File: src/rtl/regfile_bist.sv
// ---------------------------------------------------------------------------
// regfile_bist
//
// Built-in self-test sequencer for the 32x32 register file. When Start is
// accepted it writes the pattern P(i) = DATA_MUL*i + DATA_ADD into registers
// FIRST_REG..LAST_REG, one per cycle. It then reads the range back two
// registers at a time. During the read-back it also issues a guard write with
// RegWrite=0. The guard write targets the register that is read on port A in
// the following cycle, so a register file that ignores its write enable is
// caught. The run ends with a one-cycle Done pulse and a pass/fail result,
// the first failing pointer, and a saturating error count. While Busy is high
// this block owns the register-file port mux.
//
// Ports
//   i_Clk            clock, all state updates on the rising edge
//   i_Rst            synchronous active-high reset
//   i_Start          start request, only looked at in IDLE
//   o_Busy           run in progress (WRITE or CHECK)
//   o_Done           one-cycle pulse at the end of a run
//   o_Pass           result of the last completed run
//   o_FailAddr       pointer at the first mismatch of the last run, 0 if none
//   o_ErrCount       mismatch count of the last run, saturating at 255
//   o_ReadRegister1  register-file read address A
//   o_ReadRegister2  register-file read address B
//   o_WriteRegister  register-file write address
//   o_WriteData      register-file write data
//   o_RegWrite       register-file write enable
//   i_ReadData1      read data A (combinational from o_ReadRegister1)
//   i_ReadData2      read data B (combinational from o_ReadRegister2)
// ---------------------------------------------------------------------------
module regfile_bist #(
  parameter int unsigned FIRST_REG = 8,
  parameter int unsigned LAST_REG  = 26,
  parameter int unsigned DATA_MUL  = 5,
  parameter int unsigned DATA_ADD  = 2
) (
  input  logic        i_Clk,
  input  logic        i_Rst,
  input  logic        i_Start,
  output logic        o_Busy,
  output logic        o_Done,
  output logic        o_Pass,
  output logic [4:0]  o_FailAddr,
  output logic [7:0]  o_ErrCount,
  output logic [4:0]  o_ReadRegister1,
  output logic [4:0]  o_ReadRegister2,
  output logic [4:0]  o_WriteRegister,
  output logic [31:0] o_WriteData,
  output logic        o_RegWrite,
  input  logic [31:0] i_ReadData1,
  input  logic [31:0] i_ReadData2
);

  localparam logic [4:0]  FIRST_ADDR = 5'(FIRST_REG);
  localparam logic [4:0]  LAST_ADDR  = 5'(LAST_REG);
  // The last pointer that is compared. The pair at this pointer covers LAST_REG on port B.
  localparam logic [4:0]  LAST_CHECK = 5'(LAST_REG - 1);
  localparam logic [31:0] MUL32      = 32'(DATA_MUL);
  localparam logic [31:0] ADD32      = 32'(DATA_ADD);

  typedef enum logic [1:0] {
    S_IDLE,
    S_WRITE,
    S_CHECK,
    S_DONE
  } state_t;

  // Compute the expected register contents. Wrap-around modulo 2^32 is intended.
  function automatic logic [31:0] pattern(input logic [4:0] idx);
    return MUL32 * {27'd0, idx} + ADD32;
  endfunction

  state_t      r_state;
  logic [4:0]  r_ptr;
  logic        r_busy;
  logic        r_done;
  logic        r_pass;
  logic [4:0]  r_failAddr;
  logic [7:0]  r_errCount;
  logic [4:0]  r_readReg1;
  logic [4:0]  r_readReg2;
  logic [4:0]  r_writeReg;
  logic [31:0] r_writeData;
  logic        r_regWrite;

  state_t      w_stateNext;
  logic [4:0]  w_ptrNext;
  logic        w_busyNext;
  logic        w_doneNext;
  logic        w_passNext;
  logic [4:0]  w_failAddrNext;
  logic [7:0]  w_errCountNext;
  logic [4:0]  w_readReg1Next;
  logic [4:0]  w_readReg2Next;
  logic [4:0]  w_writeRegNext;
  logic [31:0] w_writeDataNext;
  logic        w_regWriteNext;

  logic [4:0]  w_ptrInc;
  logic [4:0]  w_ptrInc2;
  logic        w_misA;
  logic        w_misB;
  logic [8:0]  w_errSum;
  logic [7:0]  w_errSat;

  // Compare the pair that is on the read ports in this cycle. Port A holds r_ptr
  // and port B holds r_ptr+1. Each mismatching port adds one to the error count,
  // and the count saturates at 255.
  always_comb begin
    w_ptrInc  = r_ptr + 5'd1;
    w_ptrInc2 = r_ptr + 5'd2;
    w_misA    = (i_ReadData1 != pattern(r_ptr));
    w_misB    = (i_ReadData2 != pattern(w_ptrInc));
    w_errSum  = {1'b0, r_errCount} + {8'd0, w_misA} + {8'd0, w_misB};
    w_errSat  = w_errSum[8] ? 8'hFF : w_errSum[7:0];
  end

  // Next-state and next-output logic. Every output is registered, so this block
  // computes the value that each output takes after the coming edge. The port
  // outputs default to zero, which covers IDLE and DONE without extra code.
  always_comb begin
    w_stateNext     = r_state;
    w_ptrNext       = r_ptr;
    w_passNext      = r_pass;
    w_failAddrNext  = r_failAddr;
    w_errCountNext  = r_errCount;
    w_busyNext      = 1'b0;
    w_doneNext      = 1'b0;
    w_readReg1Next  = 5'd0;
    w_readReg2Next  = 5'd0;
    w_writeRegNext  = 5'd0;
    w_writeDataNext = 32'd0;
    w_regWriteNext  = 1'b0;

    case (r_state)
      S_IDLE: begin
        if (i_Start) begin
          w_stateNext     = S_WRITE;
          w_ptrNext       = FIRST_ADDR;
          w_errCountNext  = 8'd0;
          w_failAddrNext  = 5'd0;
          w_passNext      = 1'b0;
          w_busyNext      = 1'b1;
          w_writeRegNext  = FIRST_ADDR;
          w_writeDataNext = pattern(FIRST_ADDR);
          w_regWriteNext  = 1'b1;
        end
      end

      S_WRITE: begin
        w_busyNext = 1'b1;
        if (r_ptr != LAST_ADDR) begin
          w_ptrNext       = w_ptrInc;
          w_writeRegNext  = w_ptrInc;
          w_writeDataNext = pattern(w_ptrInc);
          w_regWriteNext  = 1'b1;
        end else begin
          // The last write is being committed. Set up the first read pair and
          // its disabled guard write.
          w_stateNext     = S_CHECK;
          w_ptrNext       = FIRST_ADDR;
          w_readReg1Next  = FIRST_ADDR;
          w_readReg2Next  = FIRST_ADDR + 5'd1;
          w_writeRegNext  = FIRST_ADDR + 5'd1;
          w_writeDataNext = ~pattern(FIRST_ADDR + 5'd1);
        end
      end

      S_CHECK: begin
        w_errCountNext = w_errSat;
        // An error count of zero before this edge means no mismatch has
        // been seen yet in this run.
        if ((w_misA || w_misB) && (r_errCount == 8'd0)) begin
          w_failAddrNext = r_ptr;
        end
        if (r_ptr != LAST_CHECK) begin
          w_busyNext      = 1'b1;
          w_ptrNext       = w_ptrInc;
          w_readReg1Next  = w_ptrInc;
          w_readReg2Next  = w_ptrInc2;
          w_writeRegNext  = w_ptrInc2;
          w_writeDataNext = ~pattern(w_ptrInc2);
        end else begin
          w_stateNext = S_DONE;
          w_ptrNext   = 5'd0;
          w_doneNext  = 1'b1;
          w_passNext  = (w_errSat == 8'd0);
        end
      end

      S_DONE: begin
        w_stateNext = S_IDLE;
      end

      default: begin
        w_stateNext = S_IDLE;
      end
    endcase
  end

  // State and output registers. A reset clears everything at once, including
  // during a run, so no partial result is ever reported.
  always_ff @(posedge i_Clk) begin
    if (i_Rst) begin
      r_state     <= S_IDLE;
      r_ptr       <= 5'd0;
      r_busy      <= 1'b0;
      r_done      <= 1'b0;
      r_pass      <= 1'b0;
      r_failAddr  <= 5'd0;
      r_errCount  <= 8'd0;
      r_readReg1  <= 5'd0;
      r_readReg2  <= 5'd0;
      r_writeReg  <= 5'd0;
      r_writeData <= 32'd0;
      r_regWrite  <= 1'b0;
    end else begin
      r_state     <= w_stateNext;
      r_ptr       <= w_ptrNext;
      r_busy      <= w_busyNext;
      r_done      <= w_doneNext;
      r_pass      <= w_passNext;
      r_failAddr  <= w_failAddrNext;
      r_errCount  <= w_errCountNext;
      r_readReg1  <= w_readReg1Next;
      r_readReg2  <= w_readReg2Next;
      r_writeReg  <= w_writeRegNext;
      r_writeData <= w_writeDataNext;
      r_regWrite  <= w_regWriteNext;
    end
  end

  assign o_Busy          = r_busy;
  assign o_Done          = r_done;
  assign o_Pass          = r_pass;
  assign o_FailAddr      = r_failAddr;
  assign o_ErrCount      = r_errCount;
  assign o_ReadRegister1 = r_readReg1;
  assign o_ReadRegister2 = r_readReg2;
  assign o_WriteRegister = r_writeReg;
  assign o_WriteData     = r_writeData;
  assign o_RegWrite      = r_regWrite;

endmodule
File: config.mk
export PLATFORM = sky130hd
export DESIGN_NAME = regfile_bist
export DESIGN_NICKNAME = d
export VERILOG_FILES = /design/src/rtl/regfile_bist.sv
export SDC_FILE = /design/constraint.sdc
export NUM_CORES = 1
export LEC_CHECK = 0
export BUFFER_PORTS_ARGS = -buffer_cell sky130_fd_sc_hd__buf_2
export CAP_MARGIN = 20
export CELL_PAD_IN_SITES_DETAIL_PLACEMENT = 1
export CELL_PAD_IN_SITES_GLOBAL_PLACEMENT = 2
export CORE_MARGIN = 5
export CORE_UTILIZATION = 28
export CTS_CLUSTER_DIAMETER = 150
export CTS_CLUSTER_SIZE = 25
export DETAILED_ROUTE_END_ITERATION = 7
export PLACE_DENSITY = 0.91
export SLEW_MARGIN = 20
export SYNTH_ARGS = -nofsm -noshare
export SYNTH_HDL_FRONTEND = slang
export SYNTH_SLANG_ARGS = --single-unit
File: constraint.sdc
create_clock -name i_Clk -period 5.3 [get_ports i_Clk]
set_input_delay 1.06 -clock i_Clk [delete_from_list [all_inputs] [get_ports i_Clk]]
set_output_delay 1.06 -clock i_Clk [all_outputs]
set_load 0.05 [all_outputs]
==> implementation parameters <==
Parameter                              Value

Synthesis
  Post-synthesis sequential area ratio    27.8%
  Net Count, Synth    506
  Cell taking the most area after synthesis    dfxtp_1
  Number of enable-type register cells in the synthesized netlist    0
  Dominant synthesized flop cell    dfxtp_1
  Yosys warns    0
  Synth cell count leaders    dfxtp_1 (48), a21oi_1 (34), ha_1 (34), nor2_1 (33), buf_4 (25)
  Largest cells by area after synthesis    dfxtp_1 (28%), ha_1 (12%), xnor2_1 (5.6%)
  Post-synthesis instance total    404
  Post-synth ARST share    0%
  Portion of synthesized cell area occupied by the leading cell type    27.8%
  Summed instance area of the synthesized netlist    3460 um2
  Per-instance average area after synthesis    8.56 um2
  Most common cell in the netlist    dfxtp_1
  Library cells used by synthesis    61
  Flop and latch count out of synthesis    48

Clocking
  Clk buf depth    2
  CTS tree    built
  Number of hold-repair buffers added at the cts stage    0
  Clock sink count    48
  H-tree depth    2
  Clk Tree Root Cell    clkbuf_16
  Clock-pin slew on the worst setup and hold paths    0.07 ns
  Clock buffer count from CTS    5
  Worst skew pair latency    0.30 ns

Placed design
  Total half-perimeter wirelength after legalization and detailed placement    9260 um
  Number of input and output port buffers inserted    130
  Cell area after placement    4070 um2
  Final estimated routing congestion in global placement    0.882
  Placed cell count    668

Global route
  Wire length of the first global-routing pass    18,400 um
  Largest net degree at the start of global routing    25
  GRT Overall Usage    15.6%
  Initial antenna violation count    0
  Vias in the first global route    3,587
  Remaining global-route overflow    0

Cells and area
  Cell area after layout    4210 um2
  Share of post-route cells with drive strength above 1    31.4%
  Area taken by multi-input logic gates    2160 um2
  Filler cell count in the final layout    1,517
  Number of nets in the final layout    609
  Final Non-Filler Cells    675
  Sequential standard cell area    962 um2
  Area Growth Syn to Fin    21.7%
  Number of antenna cells inserted    0

Detailed routing
  Post-detailed-routing wire length    11,400 um
  Iteration-0 DRC Markers    134
  Post-DR vias/cell    4.92
  Routed len/inst    16.9 um
  Count of antenna-violating nets left after detailed routing    0
  Remaining DRCs    0
  Routed vias    3,322
  Drt first pass iters    4

Timing
  Setup_tns    0 ns
  Setup repair after global routing missed its margin    no
  Clock skew    0.00884 ns
  Number of max-slew violations in the final report    0
  Tcrit/Tclk final    92.6%
  Final setup violating endpoints    0
  Slew HR    51.6%
  Clock period minus final worst setup slack    4.91 ns
  Final Hold Fails    0
  Worst-Margin Slew    0.725 ns
  Fmax    204 MHz

Status
  Result of the run    completed

Floorplanning
  Area of the core    12,100 um2
  Ports    131
  Die Height    121 um
  Initial core utilization    28.7%
  Rows    40
  Die Area    14,700 um2
  Die span in x    121 um

Power and ir drop
  Sequential share of power    26.3%
  Switching power share of the total    50.2%
  Clock Power Share    18.3%
  Overall power after layout    1.71 mW
  Switching pwr    0.858 mW
  Peak ir drop on the vdd network    0.118 mV
  Gate power share    55.3%
  Leakage power    2.03 nW
  Int Power    0.850 mW
  Power per unit of standard cell area    406 nW/um2

Worst setup path
  Crit. End Element    register
  Reg2reg setup slack    0.39 ns
  Type of element launching the critical path    register
  FF-to-FF Start    r_ptr[0]$_SDFFE_PP0P_
  Reg2reg path depth    20
  Setup CP Type    reg2reg
  Crit path max fanout    10
  Reg-to-reg endpoint    o_ErrCount[5]$_SDFFE_PP0P_
  Arrival time reported for the critical path endpoint    5.08 ns
  Required time of the critical path    5.47 ns

Min path
  Hold path start    o_FailAddr[1]$_SDFFE_PP0P_
  End point of the worst hold path    o_FailAddr[1]$_SDFFE_PP0P_
  Hold Path Depth    1
  Hold Path Class    reg2reg

Flow run
  Total of max-cap violations    0
-- cell type report --
class | instances | share of cell area, %
Multi-Input combinational cell | 305 | 51.4
Sequential cell | 48 | 22.9
Timing Repair Buffer | 135 | 16.4
Tap cell | 168 | 5.00
Clock buffer | 5 | 2.97
Inverter | 12 | 1.07
Clock inverter | 2 | 0.297
-- critical path, stage by stage, from the launching register on --
cell and delay [ns]:
dfxtp_1 0.55, ha_1 0.38, nand3_2 0.13, xor2_2 0.23, inv_2 0.14, ha_1 0.33
ha_1 0.36, a211o_1 0.27, o211ai_1 0.12, xor2_1 0.21, nand4_1 0.12, nor3b_1 0.47
fa_1 0.31, inv_1 0.05, ha_1 0.21, and3_1 0.22, and2_1 0.17, nand2_1 0.15
o21ai_0 0.11, a22oi_1 0.19, nor2_1 0.06
-- flip-flops by register name, summed over array words and instances, names as in the netlist --
signal,flops
o_ReadRegister2,5
o_RegWrite,1
o_FailAddr,5
r_state,2
o_Done,1
r_ptr,5
o_Pass,1
o_ReadRegister1,5
o_WriteData,9
o_Busy,1
o_ErrCount,8
o_WriteRegister,5
-- cells in the final DEF (no fill, tap or decap), types with 3 or more instances in the layout --
cell type and instances:
buf_4 5, o21a_1 4, or4_1 5, buf_2 130, o211ai_1 3, nor2_1 33, and3_1 5, clkbuf_16 5
inv_1 11, nand2_1 24, or2_2 3, o21ai_0 18, and2_1 5, nor3_1 7, a21o_1 4, dfxtp_1 47
nand2b_1 5, a22oi_1 8, a31oi_1 4, xnor2_1 22, a21oi_1 34, nand3_1 5, ha_1 34, a22o_1 4
nor4_1 19, xor2_1 12, nand4_1 7
-- repair_timing --
| action | in CTS | in global routing |
|---|---|---|
| gates resized for setup | 0 | 1 |
| endpoints found under the setup margin | 0 | 2 |
| buffers inserted | 0 | 0 |
-- routing by layer --
layer  vias to the layer above  track usage [%]  part of all wire (%)
li1                       1637                -                     -
met2                        82             28.2                    52
met3                        15             3.08                   3.9
met4                         0             4.67                   1.8
met5                         -                0                     0
met1                      1588             18.6                    42
-- stage by stage --
step                hold slack (ns)  worst slack [ns]  util (%)
global route                  0.521            0.0643      34.9
detailed placement            0.465             0.290      33.7
floorplan                     0.523              1.15         -
finish                        0.488             0.393      34.9
CTS                           0.488             0.284      34.9
global placement              0.467             0.600      33.7
-- power groups by stage --
stage	clock, mW	sequential (mW)	combinational, mW
6_report	0.313	0.449	0.945
5_1_grt	0.339	0.457	1.02
4_1_cts	0.323	0.450	0.948
3_5_place_dp	0	0.458	0.939
3_3_place_gp	0	0.454	0.913
2_1_floorplan	0	0.592	0.603
-- cell families after synthesis --
logic type / share of synthesized area [%]
DFF: 27.8
xor gates and xnor gates: 10.4
muxes: 0.290
AOI/OAI and AO/OA: 17.7
and+or+nand+nor: 21.4
buffers and inverters: 9.59
adders and majority gates: 12.9
-- how the worst max path moves through the flow --
stage | from | end | slack [ns] | cells past startpoint
6_report | r_ptr[0]$_SDFFE_PP0P_ | o_ErrCount[5]$_SDFFE_PP0P_ | 0.39 | 20
5_1_grt | r_ptr[0]$_SDFFE_PP0P_ | o_ErrCount[5]$_SDFFE_PP0P_ | 0.06 | 20
4_1_cts | r_ptr[1]$_SDFFE_PP0P_ | o_ErrCount[5]$_SDFFE_PP0P_ | 0.28 | 20
3_5_place_dp | r_ptr[1]$_SDFFE_PP0P_ | o_ErrCount[5]$_SDFFE_PP0P_ | 0.29 | 20
3_3_place_gp | r_ptr[1]$_SDFFE_PP0P_ | o_ErrCount[5]$_SDFFE_PP0P_ | 0.60 | 20
2_1_floorplan | r_ptr[0]$_SDFFE_PP0P_ | o_ErrCount[5]$_SDFFE_PP0P_ | 1.15 | 19
No activity file was read; power rests on OpenSTA's default activity.
